File: src/rtl/gf_exp_param.sv
// GF(2^M) exponentiator b = base^a (polynomial basis, LSB-first square-and-multiply, one exponent bit per cycle).
// Optional macro GF_EXP_INV_EN adds an 'inv' input that forces the exponent to 2^M-2 (field inversion).
module gf_exp_param #(
    parameter int              M    = 13,
    parameter logic [M-1:0]    POLY = 13'h001B
) (
    input  logic         clk,
    input  logic         rst_n,
    input  logic         start,
    input  logic         sel_alpha,
    input  logic [M-1:0] base_in,
    input  logic [M-1:0] a,
`ifdef GF_EXP_INV_EN
    input  logic         inv,
`endif
    output logic         busy,
    output logic         done,
    output logic [M-1:0] b
);

    localparam int           CNT_W    = (M > 1) ? $clog2(M) : 1;
    localparam logic [CNT_W-1:0] CNT_LAST = CNT_W'(M - 1);
    localparam logic [M-1:0] ALPHA    = M'(2);
    localparam logic [M-1:0] ONE      = M'(1);

    typedef enum logic {IDLE, RUN} state_t;

    state_t           state_reg, state_next;
    logic [M-1:0]     e_reg, e_next;
    logic [M-1:0]     sq_reg, sq_next;
    logic [M-1:0]     r_reg, r_next;
    logic [M-1:0]     b_reg, b_next;
    logic [CNT_W-1:0] cnt_reg, cnt_next;
    logic             done_reg, done_next;
    logic [M-1:0]     exp_in;
    logic [M-1:0]     mul_r, mul_sq;

    // MSB-first shift-and-add product; each step multiplies the accumulator by x and reduces by POLY.
    function automatic logic [M-1:0] gf_mul(input logic [M-1:0] x, input logic [M-1:0] y);
        logic [M-1:0] p;
        p = '0;
        for (int i = M - 1; i >= 0; i--) begin
            p = {p[M-2:0], 1'b0} ^ (p[M-1] ? POLY : '0);
            if (y[i])
                p = p ^ x;
        end
        return p;
    endfunction

`ifdef GF_EXP_INV_EN
    assign exp_in = inv ? {{(M-1){1'b1}}, 1'b0} : a;
`else
    assign exp_in = a;
`endif

    assign mul_r  = gf_mul(r_reg, sq_reg);
    assign mul_sq = gf_mul(sq_reg, sq_reg);

    always_comb begin
        state_next = state_reg;
        e_next     = e_reg;
        sq_next    = sq_reg;
        r_next     = r_reg;
        b_next     = b_reg;
        cnt_next   = cnt_reg;
        done_next  = 1'b0;
        case (state_reg)
            IDLE: begin
                if (start) begin
                    state_next = RUN;
                    e_next     = exp_in;
                    sq_next    = sel_alpha ? ALPHA : base_in;
                    r_next     = ONE;
                    cnt_next   = '0;
                end
            end
            RUN: begin
                if (e_reg[cnt_reg])
                    r_next = mul_r;
                sq_next  = mul_sq;
                cnt_next = cnt_reg + 1'b1;
                // Last exponent bit: publish the updated accumulator directly.
                if (cnt_reg == CNT_LAST) begin
                    state_next = IDLE;
                    b_next     = e_reg[cnt_reg] ? mul_r : r_reg;
                    done_next  = 1'b1;
                    cnt_next   = '0;
                end
            end
            default: state_next = IDLE;
        endcase
    end

    always_ff @(posedge clk or negedge rst_n) begin
        if (!rst_n) begin
            state_reg <= IDLE;
            e_reg     <= '0;
            sq_reg    <= '0;
            r_reg     <= '0;
            b_reg     <= '0;
            cnt_reg   <= '0;
            done_reg  <= 1'b0;
        end else begin
            state_reg <= state_next;
            e_reg     <= e_next;
            sq_reg    <= sq_next;
            r_reg     <= r_next;
            b_reg     <= b_next;
            cnt_reg   <= cnt_next;
            done_reg  <= done_next;
        end
    end

    assign busy = (state_reg == RUN);
    assign done = done_reg;
    assign b    = b_reg;

endmodule

File: config.mk
export PLATFORM = sky130hd
export DESIGN_NAME = gf_exp_param
export DESIGN_NICKNAME = d
export VERILOG_FILES = /design/src/rtl/gf_exp_param.sv
export SDC_FILE = /design/constraint.sdc
export NUM_CORES = 1
export LEC_CHECK = 0
export ABC_AREA = 0
export CELL_PAD_IN_SITES_DETAIL_PLACEMENT = 0
export CELL_PAD_IN_SITES_GLOBAL_PLACEMENT = 2
export CORE_MARGIN = 5
export CORE_UTILIZATION = 40
export DETAILED_ROUTE_END_ITERATION = 16
export PLACE_DENSITY = 0.93
export RECOVER_POWER = 25
export SLEW_MARGIN = 20
export SYNTH_ARGS = -nofsm -noshare
export SYNTH_HDL_FRONTEND = slang
export SYNTH_SLANG_ARGS = --single-unit
File: constraint.sdc
create_clock -name clk -period 6.4 [get_ports clk]
set_clock_uncertainty 0.15 [all_clocks]
set_input_delay 1.28 -clock clk [delete_from_list [all_inputs] [get_ports clk]]
set_output_delay 1.28 -clock clk [all_outputs]
set_load 0.02 [all_outputs]
==> impl_metrics.py, run 1 <==
metrics = {
    "finish": {
        "area.growth.synth_to_final_pct": 12.9,
        "antenna_cells": 0,
        "drive_above_1_share": 0.0817,
        "nets": 678,
        "final.fill_count": 1302,
    },
    "worst_setup_path": {
        "cp_cell_sequence": "buf_2 > clkbuf_1",
        "critical_path_class": "input port to async pin",
        "end_kind": "async pin",
        "endpoint_required_time_on_the_critical_path_ns": 5.73,
        "critical_path.reg2reg.endpoint": "b[1]$_DFFE_PN0P_",
        "worstPathArrival_ns": 3.59,
        "setup.reg_to_reg.worst_slack_ns": 2.74,
        "worst-path-max-fanout": 58,
        "slowest_delay_ns": 2.21,
        "setup.worst_path.start_class": "input port",
        "reg2regPathDepth": 9,
        "critPathTopFamily": "buffers and inverters",
        "critPathBufInv": 2,
        "critical-path-slowest-cell": "clkbuf_1",
        "critical_path.reg2reg.startpoint": "r_reg[11]$_DFFE_PN0P_",
    },
    "floorplanning": {
        "dieArea_um2": 16200,
        "die_h_um": 127,
        "floorplan.die.width_um": 127,
        "core_region_area_um2": 13300,
        "start_util": 0.412,
        "floorplan.rows": 42,
        "ios": 45,
    },
    "timing": {
        "worstMarginPinSlew_ns": 3.15,
        "report.final.hold_viol_count": 0,
        "final_period_minus_worst_setup_slack_ns": 4.26,
        "setup_repair_after_global_routing_missed_its_margin": "false",
        "min_period_over_period": 0.665,
        "setup_total_negative_slack_ns": 0,
        "timing.final.max_slew_violations": 59,
        "setup_viol": 0,
        "timing.slew.headroom": -1.10,
        "fmax_mhz": 235,
    },
    "global_route": {
        "globalRouteOverflowTotal": 0,
        "grt_antenna_before_repair": 0,
        "tot_gr_track_use": 0.189,
        "grt_pass1_wl_mm": 24.5,
        "grt_max_degree": 63,
        "first_global_vias": 4639,
    },
    "cts": {
        "cts_tree": "done",
        "tritoncts_num_sinks": 58,
        "h-tree-depth": 3,
        "count_of_hold_fix_buffers_inserted_at_cts": 0,
        "cts.root.buffer_cell": "clkbuf_16",
        "cts.clk_slew.worst_paths_ns": 0.06,
        "cts_made_buffers": 9,
        "clock_tree.buffer_depth": 2,
        "cts.repair.resized": 0,
        "clock_latency_ns": 0.33,
        "cts_setup_buffers": 0,
    },
    "synth": {
        "postSynthNetCount": 673,
        "synth_edf_count": 0,
        "asyncSetResetFlopFracSynth": 1.00,
        "avgSynthCellArea_um2": 8.60,
        "postSynthRegisterBits": 58,
        "yosys.area_share.simple": 0.163,
        "post_synth_inst_count": 640,
        "synth.cell_area_um2": 5500,
        "ys_dominant_reg_cell": "dfrtp_1",
        "arithmetic_cell_share_of_the_synthesized_area_counting_full_adders_half_adders_and_majority_gates": 0.00682,
        "netlist-cell-type-count": 40,
        "synth.mux.area_fraction": 0.0987,
        "synth_top_family_by_area": "XOR/XNOR gates",
        "synth_compound_gate_area_share": 0.0953,
        "synth_xor_xnor_area_share": 0.323,
        "synth.yosys.seq_area_share": 0.264,
        "synth_warnings": 0,
    },
    "drt": {
        "drt_pass1_iterations": 5,
        "num_vias": 4419,
        "drt_iter0_markers": 299,
        "post_drt_wl_per_cell_um": 18.1,
        "routed_wl_mm": 14.9,
        "remaining_drc_errors": 0,
        "post_drt_via_cell_ratio": 5.36,
        "drt.antenna.violating_nets": 0,
    },
    "run_status": {
        "violations": "max-capacitance violations, max-slew violations",
        "outcome": "finished with violations",
    },
    "place": {
        "post_detailed_placement_half_perimeter_wirelength_mm": 9.76,
        "gp_routability_congestion": 0.813,
        "portBuffers": 44,
    },
    "worst_hold_path": {
        "worstHoldStart": "b[0]$_DFFE_PN0P_",
        "whs_path_depth": 2,
        "worstHoldEndpoint": "b[0]$_DFFE_PN0P_",
        "hold_path.class": "flop to flop",
    },
    "flow_run": {
        "maxCapViolCount": 1,
    },
}
Yosys cell counts (4+ instances only):
master    number  area, µm²
a21o_1        12       90.1
a21oi_1       34        170
a22oi_1        4       30.0
a311oi_1       6       52.6
buf_2         20        100
clkbuf_1      27        101
dfrtp_1       58       1450
inv_1          9       33.8
mux2_2        26        293
mux2i_1       16        160
mux4_2         4       90.1
nand2_1      174        653
nand2b_1       5       31.3
nor2_1         6       22.5
nor2b_1       10       62.6
nor3b_1       12       90.1
o21ai_0       16       80.1
xnor2_1      119       1040
xnor3_1       17        383
xor2_1        33        289
how the worst max path moves through the flow:
stage | depth (start not counted) | slack, ns | from | end
after CTS | 9 | 2.75 | r_reg[11]$_DFFE_PN0P_ | b[1]$_DFFE_PN0P_
after global routing | 2 | 1.35 | rst_n | busy$_DFF_PN0_
after detailed placement | 5 | 2.66 | start | e_reg[6]$_DFFE_PN0P_
after floorplan | 10 | 3.44 | sq_reg[7]$_DFFE_PN0P_ | b[1]$_DFFE_PN0P_
after global placement | 5 | 2.73 | start | e_reg[12]$_DFFE_PN0P_
final | 2 | 2.14 | rst_n | busy$_DFF_PN0_
layout by cell type (no fill, tap or decap), types with 3 or more instances in the layout:
master and count:
o21ai_0 16, nor2b_1 10, a311oi_1 6, nor3b_1 12, a22oi_1 4, xnor2_1 119, ha_1 3, inv_1 9
dfrtp_1 57, xor2_1 33, mux2i_1 16, a21oi_1 34, clkinvlp_4 4, xnor3_1 17, nand2_1 174, a21o_1 12
clkdlybuf4s50_1 43, clkbuf_16 9, o31ai_1 3, nand2b_1 5, nor2_1 6, mux2_2 26, mux4_2 4
per-stage QoR:
stage	util	setup slack, ns	instance area, µm²	hold WS, ns	std cells
after global placement	0.446	2.73	5950	0.321	810
after detailed placement	0.446	2.66	5950	0.325	810
after CTS	0.466	2.75	6220	0.342	825
final	0.465	2.14	6210	0.338	825
after floorplan	-	3.44	5500	0.323	640
after global routing	0.465	1.35	6210	0.369	825
layer usage:
metal	GRT usage	share of wire
met1	0.255	0.46
met2	0.304	0.45
met3	0.0363	0.061
met4	0.0675	0.030
met5	0	0
worst min-delay path, stage by stage (launching register included):
cell and delay (ns):
dfrtp_1 0.35, nand2_1 0.05, o21ai_0 0.06
logic make-up after synthesis:
group | Yosys count
AND/OR/NAND/NOR | 214
AO/OA/AOI/OAI | 85
buffers and inverters | 62
flip-flops | 58
adder cells (fa/ha/maj) | 3
multiplexers | 46
XOR/XNOR | 172
area by class of cell:
class / count / area (µm²) / area share
Tap cell: 176 / 220 / 0.0354
Clock buffer: 9 / 225 / 0.0363
Multi-Input combinational cell: 520 / 3780 / 0.609
Clock inverter: 6 / 43.8 / 0.00705
Inverter: 9 / 33.8 / 0.00544
Timing Repair Buffer: 47 / 454 / 0.0731
Sequential cell: 58 / 1450 / 0.234
Power of run 1 is not shown: default switching activity piles up to over one toggle a cycle in this logic, so the estimate is an artifact.
==> run 2: changes to the inputs <==
Settings changed: CORE_UTILIZATION 40 to 37, PLACE_DENSITY 0.93 to 0.87.
Clock period 6.4 ns to 4.3 ns, I/O delays scaled along.
==> run 2 against run 1 <==
Against the previous run: the run still ends with max-capacitance violations, max-slew violations left; critical path type is now flop to flop; clock-buffer cell count up 3; core utilization decreased by 3.0 points; setup slack worse by 1.5 ns; highest routed layer unchanged; register-to-register slack got worse by 2.1 ns; first-iteration DRC count decreased by 11%; via count down 2.2%; global-route usage fell by 1.8 points; critical path depth increased by 7; cell area is 1.8% higher.
==> impl_metrics.py, run 2 (synthesis results as in run 1) <==
metrics = {
    "floorplanning": {
        "die_h_um": 132,
        "floorplan.rows": 44,
        "start_util": 0.379,
        "dieArea_um2": 17400,
        "ios": 45,
        "floorplan.die.width_um": 132,
        "core_region_area_um2": 14500,
    },
    "run_status": {
        "violations": "max-capacitance violations, max-slew violations",
        "outcome": "finished with violations",
    },
    "flow_run": {
        "maxCapViolCount": 2,
    },
    "finish": {
        "nets": 687,
        "drive_above_1_share": 0.0881,
        "final_common_cell": "nand2_1",
        "commonest_cells_after_routing_fill_and_taps_aside": "nand2_1 (174), xnor2_1 (119), dfrtp_1 (57), clkdlybuf4s50_1 (43), a21oi_1 (34)",
        "antenna_cells": 0,
        "area.growth.synth_to_final_pct": 14.9,
    },
    "drt": {
        "drt.antenna.violating_nets": 0,
        "routed_wl_mm": 14.5,
        "num_vias": 4322,
        "remaining_drc_errors": 0,
        "drt_pass1_iterations": 4,
        "drt_iter0_markers": 265,
        "post_drt_wl_per_cell_um": 17.3,
        "post_drt_via_cell_ratio": 5.13,
    },
    "cts": {
        "clock_latency_ns": 0.33,
        "count_of_hold_fix_buffers_inserted_at_cts": 0,
        "h-tree-depth": 3,
        "cts.clk_slew.worst_paths_ns": 0.05,
        "tritoncts_num_sinks": 58,
        "cts_tree": "done",
        "cts.root.buffer_cell": "clkbuf_16",
        "cts_setup_buffers": 0,
        "cts_made_buffers": 9,
        "cts.repair.resized": 0,
        "clock_tree.buffer_depth": 2,
    },
    "global_route": {
        "first_global_vias": 4567,
        "grt_pass1_wl_mm": 24.4,
        "tot_gr_track_use": 0.171,
        "grt_max_degree": 62,
        "grt_antenna_before_repair": 0,
        "globalRouteOverflowTotal": 0,
    },
    "place": {
        "post_detailed_placement_half_perimeter_wirelength_mm": 9.93,
        "gp_routability_congestion": 0.855,
        "portBuffers": 44,
    },
    "worst_setup_path": {
        "worst-path-max-fanout": 21,
        "setup.worst_path.start_class": "flop",
        "worstPathArrival_ns": 3.71,
        "critical_path_class": "flop to flop",
        "endpoint_required_time_on_the_critical_path_ns": 4.35,
        "end_kind": "flop",
    },
    "timing": {
        "setup_repair_after_global_routing_missed_its_margin": "false",
        "min_period_over_period": 0.850,
        "final_period_minus_worst_setup_slack_ns": 3.66,
        "setup_viol": 0,
        "timing.final.max_slew_violations": 61,
        "timing.slew.headroom": -0.0984,
        "report.final.hold_viol_count": 0,
        "worstMarginPinSlew_ns": 1.65,
        "setup_total_negative_slack_ns": 0,
        "fmax_mhz": 273,
    },
    "worst_hold_path": {
        "hold_path.class": "flop to flop",
    },
}
-- run 2: changes by cell type in the layout (fill, tap and decap cells not counted) --
cell,delta
inv_6,-1
bufinv_16,+2
clkbuf_1,+4
buf_2,-1
buf_4,+9
clkinvlp_4,-4
-- run 2: worst paths after layout --
kind                                  startpoint               endpoint  slack, ns  depth (start not counted)
min reg2reg                 e_reg[3]$_DFFE_PN0P_   e_reg[3]$_DFFE_PN0P_       0.35                          1
min                         e_reg[3]$_DFFE_PN0P_   e_reg[3]$_DFFE_PN0P_       0.35                          1
max in group asynchronous                  rst_n   e_reg[9]$_DFFE_PN0P_       0.98                          2
min in group asynchronous                  rst_n  e_reg[11]$_DFFE_PN0P_       0.78                          1
max                        r_reg[11]$_DFFE_PN0P_       b[1]$_DFFE_PN0P_       0.64                          9
max reg2reg                r_reg[11]$_DFFE_PN0P_       b[1]$_DFFE_PN0P_       0.64                          9
-- run 2: metal layers --
layer	routed length (µm)	vias up	share of wire	GRT usage
met5	0	-	0	0
met4	410	0	0.028	0.0577
met3	558	28	0.038	0.0290
met2	7170	98	0.49	0.292
met1	6400	2087	0.44	0.220
li1	-	2109	-	-
-- run 2: cell type report --
| cell class | count | area [µm²] |
|---|---|---|
| fill | 1443 | 8210 |
| sequential | 58 | 1450 |
| inverter | 9 | 33.8 |
| tap | 184 | 230 |
| clock inverter | 3 | 65.1 |
| multi-input combinational | 520 | 3780 |
| timing repair buffer | 56 | 520 |
| clock buffer | 12 | 236 |
-- run 2: critical path, stage by stage, from the launching register on --
cell	delay (ns)
dfrtp_1	0.87
nand2_1	0.18
xnor3_1	0.39
xnor3_2	0.42
xor3_2	0.48
xor2_1	0.19
xnor2_1	0.22
mux2i_1	0.21
a21oi_1	0.11
mux2_2	0.29
-- run 2: stage by stage --
| stage | instances | setup WS (ns) | cell area (µm²) | hold WS, ns | utilization |
|---|---|---|---|---|---|
| 4_1_cts | 842 | 0.672 | 6330 | 0.353 | 0.435 |
| 5_1_grt | 842 | 0.331 | 6320 | 0.369 | 0.435 |
| 2_1_floorplan | 640 | 1.34 | 5500 | 0.323 | - |
| 3_3_place_gp | 827 | 0.744 | 6020 | 0.332 | 0.415 |
| 3_5_place_dp | 827 | 0.696 | 6020 | 0.341 | 0.415 |
| 6_report | 842 | 0.643 | 6320 | 0.349 | 0.435 |
Power of run 2 is left out for the same reason.
==> run 3: changes to the inputs <==
Settings changed: CTS_CLUSTER_DIAMETER set to 120, SLEW_MARGIN 20 to unset.
==> results of run 3 <==
The final DEF is identical to that of run 2; final timing and power are the same.
Power of run 3 is left out for the same reason.
